<file path="src/rtl/xtea_result_writer_if.sv">
// rtl/xtea_result_writer_if.sv - control, core-capture and result RAM signals of the XTEA result writer
interface xtea_result_writer_if #(
    parameter int AW     = 8,
    parameter int NBYTES = 8
);
    logic                  base_we;
    logic [AW-1:0]         base_addr;
    logic                  arm;
    logic                  core_ready;
    logic [8*NBYTES-1:0]   data_in;
    logic [AW-1:0]         mem_addr;
    logic [7:0]            mem_din;
    logic                  mem_we;
    logic                  busy;
    logic                  done;
    logic                  overrun;
    logic [AW-1:0]         cur_base;

    modport slave (
        input  base_we, base_addr, arm, core_ready, data_in,
        output mem_addr, mem_din, mem_we, busy, done, overrun, cur_base
    );

    modport master (
        output base_we, base_addr, arm, core_ready, data_in,
        input  mem_addr, mem_din, mem_we, busy, done, overrun, cur_base
    );
endinterface

</file>
<file path="src/rtl/xtea_result_writer.sv">
// rtl/xtea_result_writer.sv - drains one XTEA result block byte-by-byte into the result RAM
// Captures on a core_ready rising edge after arm; base auto-advances by one block per drain.
module xtea_result_writer #(
    parameter int NBYTES = 8,
    parameter int AW     = 8
) (
    input  logic                 clk,
    input  logic                 rst,
    xtea_result_writer_if.slave  wr_if
);
    localparam int DW = 8 * NBYTES;
    localparam int CW = $clog2(NBYTES);

    localparam logic [1:0] S_IDLE  = 2'd0;
    localparam logic [1:0] S_ARMED = 2'd1;
    localparam logic [1:0] S_WRITE = 2'd2;
    localparam logic [1:0] S_DONE  = 2'd3;

    logic [1:0]    state_q, state_d;
    logic          ready_q, ready_d;
    logic [DW-1:0] shreg_q, shreg_d;
    logic [CW-1:0] cnt_q, cnt_d;
    logic [AW-1:0] base_q, base_d;
    logic [AW-1:0] mem_addr_q, mem_addr_d;
    logic [7:0]    mem_din_q, mem_din_d;
    logic          mem_we_q, mem_we_d;
    logic          busy_q, busy_d;
    logic          done_q, done_d;
    logic          overrun_q, overrun_d;
    logic          rise;

    // A level already high when armed is stale: only a fresh edge captures.
    assign rise = wr_if.core_ready & ~ready_q;

    always_comb begin
        state_d    = state_q;
        ready_d    = wr_if.core_ready;
        shreg_d    = shreg_q;
        cnt_d      = cnt_q;
        base_d     = base_q;
        mem_addr_d = mem_addr_q;
        mem_din_d  = mem_din_q;
        mem_we_d   = 1'b0;
        done_d     = done_q;
        overrun_d  = overrun_q;

        // The block in flight keeps a single base address.
        if (state_q != S_WRITE && wr_if.base_we) begin
            base_d = wr_if.base_addr;
        end

        case (state_q)
            S_IDLE, S_DONE: begin
                if (wr_if.arm) begin
                    state_d   = S_ARMED;
                    done_d    = 1'b0;
                    overrun_d = 1'b0;
                end
            end
            S_ARMED: begin
                if (rise) begin
                    mem_we_d   = 1'b1;
                    mem_addr_d = base_q;
                    mem_din_d  = wr_if.data_in[7:0];
                    shreg_d    = wr_if.data_in >> 8;
                    cnt_d      = CW'(1);
                    state_d    = S_WRITE;
                end
            end
            S_WRITE: begin
                if (cnt_q != '0) begin
                    mem_we_d   = 1'b1;
                    mem_addr_d = base_q + AW'(cnt_q);
                    mem_din_d  = shreg_q[7:0];
                    shreg_d    = shreg_q >> 8;
                    cnt_d      = cnt_q + CW'(1);
                end else begin
                    base_d  = base_q + AW'(NBYTES);
                    done_d  = 1'b1;
                    state_d = S_DONE;
                end
            end
            default: state_d = S_IDLE;
        endcase

        // Setting wins over the clear so a simultaneous collision is never lost.
        if ((state_q == S_WRITE && (rise || wr_if.arm)) ||
            (state_q == S_DONE && rise)) begin
            overrun_d = 1'b1;
        end

        busy_d = (state_d == S_WRITE);
    end

    always_ff @(posedge clk) begin
        if (rst) begin
            state_q    <= S_IDLE;
            ready_q    <= 1'b0;
            shreg_q    <= '0;
            cnt_q      <= '0;
            base_q     <= '0;
            mem_addr_q <= '0;
            mem_din_q  <= '0;
            mem_we_q   <= 1'b0;
            busy_q     <= 1'b0;
            done_q     <= 1'b0;
            overrun_q  <= 1'b0;
        end else begin
            state_q    <= state_d;
            ready_q    <= ready_d;
            shreg_q    <= shreg_d;
            cnt_q      <= cnt_d;
            base_q     <= base_d;
            mem_addr_q <= mem_addr_d;
            mem_din_q  <= mem_din_d;
            mem_we_q   <= mem_we_d;
            busy_q     <= busy_d;
            done_q     <= done_d;
            overrun_q  <= overrun_d;
        end
    end

    assign wr_if.mem_addr = mem_addr_q;
    assign wr_if.mem_din  = mem_din_q;
    assign wr_if.mem_we   = mem_we_q;
    assign wr_if.busy     = busy_q;
    assign wr_if.done     = done_q;
    assign wr_if.overrun  = overrun_q;
    assign wr_if.cur_base = base_q;
endmodule

</file>
<file path="src/flat_wrapper.sv">
// flat-port wrapper written by rule: the top's interface ports become plain ports
module xtea_result_writer_flat 
#(
    parameter int NBYTES = 8,
    parameter int AW     = 8
)
  (clk, rst, wr_if_base_we, wr_if_base_addr, wr_if_arm, wr_if_core_ready, wr_if_data_in, wr_if_mem_addr, wr_if_mem_din, wr_if_mem_we, wr_if_busy, wr_if_done, wr_if_overrun, wr_if_cur_base);
  xtea_result_writer_if #(.AW(AW), .NBYTES(NBYTES)) wr_if_i ();
  input  logic clk;
  input  logic rst;
  input wire logic [$bits(wr_if_i.base_we)-1:0] wr_if_base_we;
  input wire logic [$bits(wr_if_i.base_addr)-1:0] wr_if_base_addr;
  input wire logic [$bits(wr_if_i.arm)-1:0] wr_if_arm;
  input wire logic [$bits(wr_if_i.core_ready)-1:0] wr_if_core_ready;
  input wire logic [$bits(wr_if_i.data_in)-1:0] wr_if_data_in;
  output wire logic [$bits(wr_if_i.mem_addr)-1:0] wr_if_mem_addr;
  output wire logic [$bits(wr_if_i.mem_din)-1:0] wr_if_mem_din;
  output wire logic [$bits(wr_if_i.mem_we)-1:0] wr_if_mem_we;
  output wire logic [$bits(wr_if_i.busy)-1:0] wr_if_busy;
  output wire logic [$bits(wr_if_i.done)-1:0] wr_if_done;
  output wire logic [$bits(wr_if_i.overrun)-1:0] wr_if_overrun;
  output wire logic [$bits(wr_if_i.cur_base)-1:0] wr_if_cur_base;
  assign wr_if_i.base_we = wr_if_base_we;
  assign wr_if_i.base_addr = wr_if_base_addr;
  assign wr_if_i.arm = wr_if_arm;
  assign wr_if_i.core_ready = wr_if_core_ready;
  assign wr_if_i.data_in = wr_if_data_in;
  assign wr_if_mem_addr = wr_if_i.mem_addr;
  assign wr_if_mem_din = wr_if_i.mem_din;
  assign wr_if_mem_we = wr_if_i.mem_we;
  assign wr_if_busy = wr_if_i.busy;
  assign wr_if_done = wr_if_i.done;
  assign wr_if_overrun = wr_if_i.overrun;
  assign wr_if_cur_base = wr_if_i.cur_base;
  xtea_result_writer #(.NBYTES(NBYTES), .AW(AW)) u_core (.clk(clk), .rst(rst), .wr_if(wr_if_i));
endmodule
</file>
<file path="config.mk">
export PLATFORM = sky130hd
export DESIGN_NAME = xtea_result_writer_flat
export DESIGN_NICKNAME = d
export VERILOG_FILES = /design/src/rtl/xtea_result_writer_if.sv /design/src/rtl/xtea_result_writer.sv /design/src/flat_wrapper.sv
export SDC_FILE = /design/constraint.sdc
export NUM_CORES = 1
export LEC_CHECK = 0
export ABC_AREA = 1
export CORE_ASPECT_RATIO = 1.4
export CORE_UTILIZATION = 45
export DETAILED_ROUTE_END_ITERATION = 10
export PLACE_DENSITY = 0.73
export RECOVER_POWER = 25
export SLEW_MARGIN = 0
export SYNTH_ARGS = -nofsm -noshare
export SYNTH_HDL_FRONTEND = slang
export SYNTH_SLANG_ARGS = --single-unit
</file>
<file path="constraint.sdc">
create_clock -name clk -period 1.9 [get_ports clk]
set_input_delay 0.38 -clock clk [delete_from_list [all_inputs] [get_ports clk]]
set_output_delay 0.38 -clock clk [all_outputs]
set_load 0.02 [all_outputs]
</file>
=== Word level (Yosys, flattened, before mapping) ===
Index checks and enable logic that the tools add are counted.
Widths: inputs -> output; s select.

* $add $sub $neg: 3
* Eq/ne operators: 9
* Mux-type cells: 27
* Bitwise logic cells: 2
* Reductions and logical operators: 15

{| class="wikitable"
|+ Operators with widths
! cell !! number
|-
| $mux 64 || 2
|-
| $pmux 64 s2 || 1
|-
| $mux 8 || 7
|-
| $pmux 8 s2 || 2
|-
| $add 8x3->8 || 1
|-
| $add 8x4->8 const B || 1
|-
| $reduce_bool 2->1 || 4
|-
| $eq 2x2->1 const B || 3
|-
| $mux 1 || 6
|-
| $mux 2 || 3
|-
| $mux 3 || 2
|-
| $ne 2x2->1 const B || 3
|-
| $pmux 2 s3 || 1
|-
| $pmux 3 s2 || 1
|-
| $reduce_and 3->1 || 2
|-
| $ne 2x1->1 const B || 2
|-
| $pmux 1 s2 || 2
|-
| $add 3x1->3 const B || 1
|-
| $logic_and 1x1->1 || 3
|-
| $reduce_bool 3->1 || 1
|-
| $eq 2x1->1 const B || 1
|-
| $logic_not 2->1 || 1
|-
| $logic_or 1x1->1 || 2
|-
| $reduce_and 2->1 || 1
|-
| other kinds (3) || 3
|}

* Flip-flop bits (word level): 98

=== Longest topological paths before layout ===
* Depth after elaboration: 7
* Gate-level depth with buffers: 11
* Mapped depth without buffers: 11

=== Worst setup path before layout ===
Ideal clock, no wire load.

* Path type: register to register
* From: reg u_core.base_q[0], in the netlist u_core.wr_if.cur_base[0]
* To: reg u_core.mem_addr_q[4], in the netlist u_core.wr_if.mem_addr[4]
* Library setup time: 0.109 ns
* Arrival time: 1.550 ns
* Slack: 0.241 ns
* Stages on the path, launching flop included: 12
* Path buffers: 0
* Period minus slack after synthesis: 1.659 ns
* Path through: dfxtp_1 ha_1 inv_1 fa_1 inv_1 nand2_1 nand2_1 nand3_1 nand2_1 nand3_1 nand2_1 inv_1

* Longest elaborated chain between the ends: 3

{| class="wikitable"
|+ Ends and longest elaborated chain
! element !! line !! text
|-
| start, declared || xtea_result_writer.sv:23 || <nowiki>logic [AW-1:0] base_q, base_d;</nowiki>
|-
| start signal, assigned || xtea_result_writer.sv:113 || <nowiki>base_q <= base_d;</nowiki>
|-
| $add 8x3->8 || xtea_result_writer.sv:73 || <nowiki>mem_addr_d = base_q + AW'(cnt_q);</nowiki>
|-
| $mux 8 || xtea_result_writer.sv:71 || <nowiki>if (cnt_q != '0) begin</nowiki>
|-
| $pmux 8 s2 || xtea_result_writer.sv:52 || <nowiki>case (state_q)</nowiki>
|-
| end signal, assigned || xtea_result_writer.sv:114 || <nowiki>mem_addr_q <= mem_addr_d;</nowiki>
|-
| end, declared || xtea_result_writer.sv:24 || <nowiki>logic [AW-1:0] mem_addr_q, mem_addr_d;</nowiki>
|}

No other way between the ends. The select of a mux whose other input is x is not followed.
A chain may end at the register's enable or synchronous reset.

=== Final worst setup path ===
* From: reg u_core.base_q[6], in the netlist u_core.wr_if.cur_base[6]
* To: out wr_if_cur_base[6]

{| class="wikitable"
|+ RTL lines
! element !! line !! text
|-
| end, declared || flat_wrapper.sv:22 || <nowiki>output wire logic [$bits(wr_if_i.cur_base)-1:0] wr_if_cur_base;</nowiki>
|}

No word-level cell between the ends.

==> metrics.txt <==
final period utilization=roughly 96%; RSZ-0062 raised after global routing=no; Unique masters post-synth=29; worst rel slew slack=approximately 70%; hold_ws=0.360 ns; number of remaining DRC errors=0; antenna-violating nets left=0; Cell Int Power=about 0.0040 W; Setup Viol. Count Final=0; total routed wirelength=between 10,000 and 15,000 um; post_cts resized=0; cts bufs inserted=9; synthesized cell area=4400 um2; # Post-CTS Setup Buffers=0; Comb power frac=approximately a quarter; YS warnings=0; CP Class=flip-flop to output port; Seq/Total Area, Yosys=between 40% and 50%; PwrDens=969 nW/um2; post-layout net count=857; Synth async-reset ratio=0%; share of cells above drive strength 1=under 10%; vias in the first global route=between 4,000 and 5,000; std cell rows=42; width of the die=85.6 um; skew final=0.00370 ns; routability cong.=~0.87; TNS Setup=0 ns; clock sinks=90; Mapped Cells=approximately 680; min-delay worst type=input port to flip-flop; Final Hold Viols=0; leakage power=2.63 nW; ant diodes=0; minimum clock period=approximately 1.8 ns; H-tree Lvls=3; Slew @ Worst Pin=0.475 ns; Hold-fix buffers, CTS=0; Main synth FF type=dfxtp_1; critical path, cell by cell=clkdlybuf4s50_1; vias per cell=between 4 and 5; gr usage total=a little under a quarter; worst stage delay on the critical path=0.66 ns; worst skew pair latency=around 0.34 ns; post-synthesis net count=764; Pre-Repair DR Iteration Count=4; Synth Register Bits=90; fillcell total=922; overall power=between 0.005 and 0.006 W; Max Cap Viol=0; Bufs on Longest Clock Path=2; Peak VDD IR=just over 0.5 mV; global-route wire length before repair=about 19,000 um; Worst setup SP type=flip-flop; Core Box Area=between 9000 and 10,000 um2; Sw Ratio=slightly below 30%; worst path bufs/invs=1; CP max stage cell=clkdlybuf4s50_1; Post-synth EDFFs=0; Syn-to-layout area delta=33.2%; Reg power frac=40.7%; I/O pin total=roughly 110; 1st-iter DRT viols=about 160; GRT overflow=0; Final Util=around three fifths; Syn Area/Cell=about 6.5 um2; dpl hpwl=7830 um; routed vias=~4,400; Die Ht=between 100 and 150 um; fin. max-slew vios=0; die area=10,200 um2; CTS tree=done; CP Capture Type=output port; Worst Path Max Fanout=7; clk slew on worst S/H paths=approximately 0.060 ns; Starting Density=about 46%; CP arrival=roughly 1.4 ns; status=complete, no violations; clock share of power=32.9%; antenna violations before repair=0; Clk Tree Root Cell=clkbuf_16; Worst path top cell family by delay=buffers and inverters; Net Sw Power=~0.0017 W; Peak Freq=approximately 550 MHz; CP Data Required Time=1.52 ns; wire per inst=around 13 um; largest net degree at the start of global routing=65; Port Buffers=104
## through the flow
stage	instance area (um2)	std cells	setup WS (ns)
after CTS	5860	882	0.0826
final	5860	882	0.0847
after global routing	5860	882	0.0160
after global placement	5560	868	0.120
after floorplan	4400	676	0.241
after detailed placement	5560	868	0.0935
## state kept, by name, summed over array words and instances (netlist names)
name                   count
u_core.wr_if.mem_we        1
u_core.wr_if.overrun       1
u_core.wr_if.mem_addr      8
u_core.wr_if.cur_base      8
u_core.wr_if.mem_din       8
u_core.shreg_q            56
u_core.wr_if.busy          1
u_core.cnt_q               3
u_core.wr_if.done          1
u_core.state_q             2
u_core.ready_q             1
## power groups by stage
| stage | clock (W) | combinational, W | sequential (W) |
|---|---|---|---|
| 2_1_floorplan | 0 | 0.000842 | 0.00242 |
| 3_3_place_gp | 0 | 0.00149 | 0.00234 |
| 3_5_place_dp | 0 | 0.00152 | 0.00235 |
| 4_1_cts | 0.00190 | 0.00154 | 0.00231 |
| 5_1_grt | 0.00197 | 0.00167 | 0.00234 |
| 6_report | 0.00187 | 0.00150 | 0.00231 |
## cells by family (layout without fill, tap and decap cells)
group,count (synthesis),in the layout,synth area share [%]
buffers and inverters,70,166,7.68
AND/OR/NAND/NOR,406,406,36.4
XOR/XNOR,2,2,0.398
AO/OA/AOI/OAI,97,97,11.3
adder cells (fa/ha/maj),11,11,3.30
flip-flops,90,90,41.0
## final timing paths
| check | startpoint | end | slack (ns) | cells after the start |
|---|---|---|---|---|
| max reg2reg | u_core.state_q[0]$_SDFF_PP0_ | u_core.wr_if.busy$_SDFF_PP0_ | 0.15 | 8 |
| min | rst | u_core.wr_if.mem_din[7]$_SDFFE_PP0P_ | 0.36 | 4 |
| min reg2reg | u_core.shreg_q[51]$_SDFFE_PP0P_ | u_core.shreg_q[51]$_SDFFE_PP0P_ | 0.46 | 2 |
| max | u_core.wr_if.cur_base[6]$_SDFF_PP0_ | wr_if_cur_base[6] | 0.08 | 1 |
## layer usage
| layer | vias up | global-route usage, % | share of wire [%] |
|---|---|---|---|
| li1 | 2291 | - | - |
| met1 | 1991 | 25.7 | 42 |
| met2 | 83 | 43.1 | 53 |
| met3 | 23 | 3.95 | 2.8 |
| met4 | 0 | 9.79 | 2.5 |
| met5 | - | 0 | 0 |
## cells in the final DEF, fill, tap and decap left out, types with 3 or more instances in the layout
cell type | netlist | final
nand2_1 | 301 | 301
dfxtp_1 | 90 | 90
clkdlybuf4s50_1 | 0 | 83
nor2_1 | 77 | 78
a21oi_1 | 53 | 53
o21ai_0 | 36 | 37
inv_1 | 28 | 28
dlygate4sd3_1 | 0 | 20
nand3_1 | 18 | 18
buf_4 | 9 | 10
clkbuf_16 | 0 | 9
ha_1 | 10 | 8
buf_12 | 0 | 6
inv_2 | 3 | 3
a31oi_1 | 3 | 3
## layout make-up
| type | instances | area (um2) | area share, % |
|---|---|---|---|
| Timing Repair Buffer | 121 | 1230 | 21.1 |
| Clock buffer | 11 | 243 | 4.14 |
| Tap cell | 110 | 138 | 2.35 |
| Sequential cell | 90 | 1800 | 30.7 |
| Multi-Input combinational cell | 516 | 2260 | 38.6 |
| Inverter | 31 | 116 | 1.99 |
| Clock inverter | 3 | 65.1 | 1.11 |
## synth_stat cells, types with 2 or more instances
| cell | instances | share of area [%] |
|---|---|---|
| buf_1 | 3 | 0.26 |
| clkbuf_1 | 9 | 0.77 |
| ha_1 | 10 | 2.8 |
| buf_4 | 9 | 1.5 |
| a21oi_1 | 53 | 6.0 |
| inv_2 | 3 | 0.26 |
| o21ai_0 | 36 | 4.1 |
| buf_2 | 15 | 1.7 |
| dfxtp_1 | 90 | 41 |
| o211ai_1 | 2 | 0.34 |
| nand4_1 | 2 | 0.28 |
| a31oi_1 | 3 | 0.43 |
| nand3_1 | 18 | 2.0 |
| o21ai_1 | 2 | 0.23 |
| nor3_1 | 2 | 0.23 |
| nand2_1 | 301 | 26 |
| buf_6 | 3 | 0.77 |
| inv_1 | 28 | 2.4 |
| nor2_1 | 77 | 6.6 |
(Power assumes the default switching activity.)
